[src/rtl/nap_pkg.sv]
// Shared nap-timer definitions: state encoding, BCD digit limits and the mm:ss triple.
// The keypad selector and the display decoder use the same definitions.
package nap_pkg;

    typedef enum logic [1:0] {
        ST_IDLE  = 2'd0,
        ST_RUN   = 2'd1,
        ST_ALARM = 2'd2
    } nap_state_t;

    localparam logic [3:0] SEC_UNIT_MAX = 4'd9;
    localparam logic [3:0] SEC_TEN_MAX  = 4'd5;
    localparam logic [3:0] MIN_MAX      = 4'd9;

    typedef struct packed {
        logic [3:0] one_min;
        logic [3:0] ten_sec;
        logic [3:0] one_sec;
    } mmss_t;

    function automatic logic [3:0] clamp_digit(input logic [3:0] d, input logic [3:0] lim);
        return (d > lim) ? lim : d;
    endfunction

endpackage

[src/rtl/bcd_mmss_dec.sv]
// Combinational one-second BCD decrement of an m:ss value.
// is_zero_next flags that the decremented value is 0:00.
module bcd_mmss_dec
    import nap_pkg::*;
(
    input  mmss_t cur,
    output mmss_t nxt,
    output logic  is_zero_next
);

    always_comb begin
        nxt = cur;
        if (cur.one_sec != 4'd0) begin
            nxt.one_sec = cur.one_sec - 4'd1;
        end else begin
            nxt.one_sec = SEC_UNIT_MAX;
            if (cur.ten_sec != 4'd0) begin
                nxt.ten_sec = cur.ten_sec - 4'd1;
            end else begin
                nxt.ten_sec = SEC_TEN_MAX;
                // 0:00 wraps to 9:59 so the result always stays valid BCD
                nxt.one_min = (cur.one_min != 4'd0) ? cur.one_min - 4'd1 : MIN_MAX;
            end
        end
    end

    assign is_zero_next = (cur == 12'h001);

endmodule

[src/rtl/nap_countdown.sv]
// Nap countdown: captures the keypad setting on the load rising edge, counts down
// once per 1 Hz tick, then holds the wake alarm for ALARM_SECS ticks.
module nap_countdown
    import nap_pkg::*;
#(
    parameter int unsigned ALARM_SECS = 10
) (
    input  logic       clock,
    input  logic       reset,
    input  logic       tick_1hz,
    input  logic       load,
    input  logic [3:0] in_one_sec,
    input  logic [3:0] in_ten_sec,
    input  logic [3:0] in_one_min,
    input  logic       cancel,
    output logic [3:0] rem_one_sec,
    output logic [3:0] rem_ten_sec,
    output logic [3:0] rem_one_min,
    output logic       running,
    output logic       alarm
);

    localparam logic [7:0] ALARM_INIT = 8'(ALARM_SECS);

    nap_state_t state, state_nxt;
    mmss_t      rem, rem_nxt, rem_dec, ld_val;
    logic [7:0] acnt, acnt_nxt;
    logic       load_q, load_rise, dec_zero;

    assign load_rise = load & ~load_q;

    assign ld_val.one_sec = clamp_digit(in_one_sec, SEC_UNIT_MAX);
    assign ld_val.ten_sec = clamp_digit(in_ten_sec, SEC_TEN_MAX);
    assign ld_val.one_min = clamp_digit(in_one_min, MIN_MAX);

    bcd_mmss_dec u_dec (
        .cur          (rem),
        .nxt          (rem_dec),
        .is_zero_next (dec_zero)
    );

    always_comb begin
        state_nxt = state;
        rem_nxt   = rem;
        acnt_nxt  = acnt;
        if (cancel) begin
            state_nxt = ST_IDLE;
            rem_nxt   = '0;
            acnt_nxt  = '0;
        end else begin
            case (state)
                ST_IDLE: begin
                    // tick is ignored here, so a coincident load is not decremented
                    if (load_rise) begin
                        if (ld_val == 12'h000) begin
                            rem_nxt = '0;
                        end else begin
                            rem_nxt   = ld_val;
                            state_nxt = ST_RUN;
                        end
                    end
                end
                ST_RUN: begin
                    if (tick_1hz) begin
                        if (dec_zero) begin
                            rem_nxt   = '0;
                            acnt_nxt  = ALARM_INIT;
                            state_nxt = ST_ALARM;
                        end else begin
                            rem_nxt = rem_dec;
                        end
                    end
                end
                ST_ALARM: begin
                    rem_nxt = '0;
                    if (tick_1hz) begin
                        if (acnt <= 8'd1) begin
                            acnt_nxt  = '0;
                            state_nxt = ST_IDLE;
                        end else begin
                            acnt_nxt = acnt - 8'd1;
                        end
                    end
                end
                default: begin
                    state_nxt = ST_IDLE;
                    rem_nxt   = '0;
                    acnt_nxt  = '0;
                end
            endcase
        end
    end

    always_ff @(posedge clock or posedge reset) begin
        if (reset) begin
            state   <= ST_IDLE;
            rem     <= '0;
            acnt    <= '0;
            load_q  <= 1'b0;
            running <= 1'b0;
            alarm   <= 1'b0;
        end else begin
            state   <= state_nxt;
            rem     <= rem_nxt;
            acnt    <= acnt_nxt;
            load_q  <= load;
            running <= (state_nxt == ST_RUN);
            alarm   <= (state_nxt == ST_ALARM);
        end
    end

    assign rem_one_sec = rem.one_sec;
    assign rem_ten_sec = rem.ten_sec;
    assign rem_one_min = rem.one_min;

endmodule

[config.mk]
export PLATFORM = sky130hd
export DESIGN_NAME = nap_countdown
export DESIGN_NICKNAME = d
export VERILOG_FILES = /design/src/rtl/nap_pkg.sv /design/src/rtl/bcd_mmss_dec.sv /design/src/rtl/nap_countdown.sv
export SDC_FILE = /design/constraint.sdc
export NUM_CORES = 1
export LEC_CHECK = 0
export ABC_AREA = 1
export BUFFER_PORTS_ARGS = -buffer_cell sky130_fd_sc_hd__clkbuf_2
export CORE_UTILIZATION = 50
export DETAILED_ROUTE_END_ITERATION = 10
export PLACE_DENSITY = 0.76
export REMOVE_ABC_BUFFERS = 1
export SETUP_SLACK_MARGIN = 0.05
export SYNTH_ARGS = -nofsm -noshare
export SYNTH_HDL_FRONTEND = slang
export SYNTH_SLANG_ARGS = --single-unit
[constraint.sdc]
create_clock -name clock -period 1.8 [get_ports clock]
set_clock_uncertainty 0.1 [all_clocks]
set_input_delay 0.27 -clock clock [delete_from_list [all_inputs] [get_ports clock]]
set_output_delay 0.27 -clock clock [all_outputs]
set_load 0.01 [all_outputs]
==> impl_metrics.ini, run 1 <==
[synth]
synth_top_family_by_area = simple AND/OR/NAND/NOR gates
synth-simple-area-share = 0.3162
ys_seq_elements = 25
synth_edf_count = 0
synth_top_area_share = 0.3529
synth_area_leaders = dfrtp_1 35%, nand2_1 12%, inv_1 9.3%
synthAdderAreaFrac = 0.06351
ys_seq_area_frac = 0.3529
avgSynthCellArea_um2 = 6.741
synthArstFlopShare = 1.000
postSynthCellCount = 263
synthMuxAreaShare = 0
ys_types = 27
synth_xor_area_frac = 0.02964
synth_warnings = 0
yosys.area.top_type = dfrtp_1
synth-compound-area-share = 0.1263
netlist_area_um2 = 1773
synth_ff_type = dfrtp_1

[sta]
period_minus_slack_ns = 1.788
rsz0062_at_grt = true
hold_viol_final = 0
fmax_mhz = 559.3
timing.final.crit_share = 0.9934
finalSetupViolations = 0
slew_headroom = 0.7253
fin_ws_ns = 0.01192
slew_viol_final = 0
worstMarginPinSlew_ns = 0.4106
tns_ns = 0
fin_hold_ws_ns = 0.1889

[power_and_ir_drop]
finalPower_mw = 1.892
pwr_density_cell_nw_per_um2 = 755.6
peakVddDrop_v = 0.0004274
p_leak_nw = 1.289

[floorplan]
fp.dieW_um = 61.55
pin_count = 31
fp.coreArea_um2 = 3363
die_height_um = 61.55
initial_core_util = 0.5272
rows = 21
dieArea_um2 = 3788

[cts]
clock_path_buffers = 2
cts_buffers = 3
cts_tree = yes
path_clk_slew_ns = 0.14
clock_sinks = 25
cts_htree_levels = 1
cts-root-buf = clkbuf_4
clkLatencyLatePin_ns = 0.32

[placed_design]
place_congestion = 0.8630
placement.cell_area_um2 = 2111
hpwl_um = 3211
pre_cts_slack_ns = 0.04108
placed_cells = 354
portBuffers = 30

[hold_path]
holdCritPathClass = input port to flip-flop
worstHoldPathCells = 5

[critical_path]
arrival_ns = 1.92
reg2reg_depth = 10
crit_required_ns = 1.93
startpoint_type = flip-flop
critPathCaptureType = flip-flop
cp_max_fo = 7
crit_type = flip-flop to flip-flop

[routing]
drcViolationCount = 0
vias = 1878
drt_wl_total_um = 4687
vias_per_cell = 5.117
wl_per_cell_um = 12.77
ant_nets = 0
drtPass1Iterations = 4
initialDrtViolationCount = 130

[global_routing]
grt_max_degree = 26
grt_overflow = 0
grt_pass1_wl_um = 6548
grt_antenna_before_repair = 0
track_usage = 0.2302
first_global_vias = 1607

[finish]
insertedDiodeCount = 0
area_growth_pct = 41.21
design_area_um2 = 2504
postLayoutCoreUtil = 0.7444
fin_nets = 348
finalNonFillerCells = 367
drive_gt1_frac = 0.3645

[run]
maxCapViolCount = 0

[outcome]
status = finished clean
[layer usage]
| metal | part of all wire | vias up | global-route usage |
|---|---|---|---|
| met3 | 0.038 | 17 | 0.02731 |
| li1 | - | 950 | - |
| met5 | 0 | - | 0 |
| met4 | 0.031 | 0 | 0.07302 |
| met1 | 0.42 | 859 | 0.2965 |
| met2 | 0.51 | 52 | 0.4009 |
[sequential cells by signal, summed over array words and instances, names as in the netlist]
signal	count
acnt	8
rem_one_min	4
rem_one_sec	4
rem_ten_sec	4
state	2
alarm	1
load_q	1
running	1
[cell usage after synthesis, drive strengths merged, types with 2 or more instances]
library cell  count
a21oi             9
buf               2
dfrtp            25
ha                9
inv              48
nand2            61
nand3            25
nand4             5
nor2             41
o21ai            22
o22ai             3
xnor2             2
xor2              4
[worst max-delay path, stage by stage (launching register included)]
cell and delay, ns:
dfrtp_1 0.45, inv_2 0.13, ha_4 0.16, inv_4 0.05, buf_6 0.11, nor2_4 0.20
nand3_2 0.13, nand2_4 0.14, nor2_4 0.07, nand2_1 0.08, o21ai_1 0.07
[cell families after synthesis]
kind of cell	Yosys count
XOR/XNOR	6
AO/OA/AOI/OAI	39
AND/OR/NAND/NOR	133
buffers and inverters	51
flip-flops	25
adder cells (fa/ha/maj)	9
[repair_timing]
item                       in CTS  in global routing
gates cloned                    0                  1
buffers inserted                0                  6
hold buffers                    2                  0
hold endpoints to repair       26                  0
pin swaps                       0                 20
gates resized for setup         1                 78
setup endpoints to repair       7                 23
[placed cells by master (no fill, tap or decap), types with 4 or more instances in the layout]
master    Yosys  final
a21oi_1       7      6
nand2_2       2      6
inv_1        44     35
nor2_4        0      4
buf_4         1     20
xor2_1        4      4
nand3_2       1      7
nand3_1      24     17
clkbuf_2      1     30
nand2_4       0      5
ha_4          0      5
inv_2         4     11
nand2_1      59     50
o21ai_0      19     11
o21ai_2       0      6
o21ai_1       3      5
nor2_1       39     34
nand4_1       5      5
dfrtp_1      25     24
ha_1          9      4
[worst paths after layout]
| check | start | end | slack [ns] |
|---|---|---|---|
| max reg2reg | state[1] | rem_one_min[2] | 0.01 |
| max | state[1] | rem_one_min[2] | 0.01 |
| min | in_one_sec[2] | rem_one_sec[2] | 0.19 |
| min reg2reg | acnt[7] | acnt[7] | 0.46 |
| max in group asynchronous | reset | state[0] | 0.95 |
| min in group asynchronous | reset | acnt[0] | 0.40 |
[where the power goes]
| group | switching [mW] | internal, mW |
|---|---|---|
| sequential | 0.0573 | 0.631 |
| clock | 0.180 | 0.0834 |
| combinational | 0.542 | 0.398 |
| total | 0.779 | 1.11 |
[layout make-up]
type                       instances  area [µm²]
fill                             259       859.6
clock buffer                       3       22.52
sequential                        25       626.9
timing repair buffer              57       399.1
inverter                          48       187.7
multi-input combinational        187        1205
clock inverter                     1       5.005
tap                               46       57.56
(Power assumes the default switching activity.)
==> inputs of run 2 (changes only) <==
--- a/config.mk
+++ b/config.mk
@@ -7,9 +7,10 @@
 export LEC_CHECK = 0
 export ABC_AREA = 1
 export BUFFER_PORTS_ARGS = -buffer_cell sky130_fd_sc_hd__clkbuf_2
-export CORE_UTILIZATION = 50
+export CORE_UTILIZATION = 52
+export CTS_BUF_LIST = sky130_fd_sc_hd__clkbuf_8
 export DETAILED_ROUTE_END_ITERATION = 10
-export PLACE_DENSITY = 0.76
+export PLACE_DENSITY = 0.79
 export REMOVE_ABC_BUFFERS = 1
 export SETUP_SLACK_MARGIN = 0.05
 export SYNTH_ARGS = -nofsm -noshare
==> constraint.sdc (replaced) <==
create_clock -name clock -period 1.6 [get_ports clock]
set_clock_uncertainty 0.1 [all_clocks]
set_input_delay 0.24 -clock clock [delete_from_list [all_inputs] [get_ports clock]]
set_output_delay 0.24 -clock clock [all_outputs]
set_load 0.01 [all_outputs]
==> impl_metrics.ini, run 2 (synthesized netlist as in run 1, its figures left out) <==
[cts]
cts_buffers = 3
clkLatencyLatePin_ns = 0.28
cts_tree = yes
clock_sinks = 25
cts-root-buf = clkbuf_8
cts_htree_levels = 1
clock_path_buffers = 2
path_clk_slew_ns = 0.09

[floorplan]
rows = 20
initial_core_util = 0.5623
die_height_um = 60.39
fp.coreArea_um2 = 3153
dieArea_um2 = 3647
pin_count = 31
fp.dieW_um = 60.39

[critical_path]
r2r_slack_ns = -0.41
timing.rr.start = state[1]
worstSetupPathDepth = 8
startpoint_type = flip-flop
cp-startpoint = state[1]
path_common_cell = inv_2
reg2reg_depth = 8
cp.buffers_inverters = 3
cp_max_fo = 4
worstSetupEndpoint = rem_one_min[2]
crit_type = flip-flop to flip-flop
worst_r2r_endpoint = rem_one_min[2]
critPathCaptureType = flip-flop
slowest_delay_ns = 0.45
crit_family = compound AO/OA/AOI/OAI gates
crit_required_ns = 1.71
arrival_ns = 2.12
cp_slowest_cell = dfrtp_1
cp_cell_sequence = inv_2 -> ha_4 -> inv_6 -> nor2_4 -> inv_2 -> o31ai_2 -> nand2_1 -> o21ai_1

[finish]
layout_commonest_cell = buf_4
final.fill_count = 120
insertedDiodeCount = 0
finalNonFillerCells = 397
fin_nets = 380
final_cell_mix = 44 x buf_4, 38 x nand2_1, 30 x inv_1, 30 x clkbuf_2, 28 x nor2_1
drive_gt1_frac = 0.4958
area_growth_pct = 60.97
largest_register = acnt
postLayoutCoreUtil = 0.9052
largest_register_ffs = 8

[sta]
slew_viol_final = 0
hold_viol_final = 0
period_minus_slack_ns = 2.008
rsz0062_at_grt = true
fin_ws_ns = -0.4078
slew_headroom = 0.7151
fmax_mhz = 498.1
tns_ns = -4.727
finalSetupViolations = 24
worstMarginPinSlew_ns = 0.4248
timing.final.crit_share = 1.255

[routing]
wl_per_cell_um = 20.34
ant_nets = 0
vias_per_cell = 6.300
drt_wl_total_um = 8073
drcViolationCount = 0
initialDrtViolationCount = 367
vias = 2501
drtPass1Iterations = 6

[run]
maxCapViolCount = 0

[power_and_ir_drop]
p_int_mw = 1.475
combPwrFrac = 0.559
switching_share = 0.4356
pwr_density_cell_nw_per_um2 = 915.4
pwr-share-clk = 0.147
switchingPower_mw = 1.138
seqPwrFrac = 0.294
peakVddDrop_v = 0.0006483
p_leak_nw = 1.474
finalPower_mw = 2.613

[global_routing]
grt_overflow = 0
busiest_layer = met2
grt_antenna_before_repair = 0
first_global_vias = 2058
grt_pass1_wl_um = 8411
grt_max_degree = 26
track_usage = 0.3083
gr-usage-met1 = 0.3249
use_met3 = 0.03625
grt_use_met2 = 0.5777

[placed_design]
placed_cells = 372
portBuffers = 30
place_congestion = 0.9360
hpwl_um = 3380
pre_cts_slack_ns = -0.2065

[outcome]
failed_checks = negative setup slack
status = complete, but fails checks

[hold_path]
worstHoldStart = in_one_sec[2]
holdCritPathClass = input port to flip-flop
## run 2: cell types whose count changed in the layout (fill, tap and decap cells not counted), moves of 4 or more
cell / change
nand2_1: -12
buf_4: +24
o21ai_0: -5
nor2_1: -6
nand2_2: +10
buf_6: +10
inv_2: +4
inv_1: -5
nand3_2: -4
## run 2: worst min-delay path by stage
| stage | slack [ns] | end | cells after the start |
|---|---|---|---|
| global route | 0.29 | rem_one_sec[2] | 5 |
| floorplan | 0.17 | acnt[0] | 1 |
| finish | 0.30 | rem_one_sec[2] | 5 |
| global placement | 0.19 | rem_one_sec[1] | 3 |
| detailed placement | 0.19 | acnt[1] | 3 |
| CTS | 0.24 | rem_one_min[1] | 5 |
## run 2: worst reg2reg max path, stage by stage (launching register included)
cell	delay (ns)
dfrtp_1	0.45
inv_2	0.16
ha_4	0.19
inv_6	0.06
nor2_4	0.20
inv_2	0.09
o31ai_2	0.41
nand2_1	0.15
o21ai_1	0.11
## run 2: layer usage
layer	vias to the layer above	share of wire
li1	1013	-
met1	1155	0.33
met2	243	0.46
met3	90	0.13
met4	0	0.083
met5	-	0
## run 2: cell type report
| class | instances | area, µm² | share of cell area |
|---|---|---|---|
| clock buffer | 3 | 41.29 | 0.01447 |
| inverter | 48 | 192.7 | 0.06751 |
| clock inverter | 1 | 3.754 | 0.001315 |
| timing repair buffer | 89 | 646.9 | 0.2267 |
| multi-input combinational | 187 | 1287 | 0.4511 |
| tap | 44 | 55.05 | 0.01929 |
| sequential | 25 | 626.9 | 0.2196 |
## run 2: what timing repair did
action,in CTS,in global routing
hold buffers,2,0
endpoints found under the setup margin,24,24
endpoints found under the hold margin,26,0
pin swaps,21,27
resized for setup,59,69
cloned,1,0
buffers inserted,12,9
## run 2: per-stage QoR
step | hold slack [ns] | area, µm²
after detailed placement | 0.1884 | 2246
final | 0.2957 | 2854
after global routing | 0.2868 | 2854
after global placement | 0.1858 | 2246
after floorplan | 0.1673 | 1755
after CTS | 0.2360 | 2589
## run 2: power groups by stage
stage | Sequential, mW | Combinational, mW | Clock, mW
2_1_floorplan | 0.796 | 0.500 | 0
3_3_place_gp | 0.764 | 0.886 | 0
3_5_place_dp | 0.768 | 0.904 | 0
4_1_cts | 0.759 | 1.08 | 0.376
5_1_grt | 0.776 | 1.54 | 0.400
6_report | 0.769 | 1.46 | 0.384
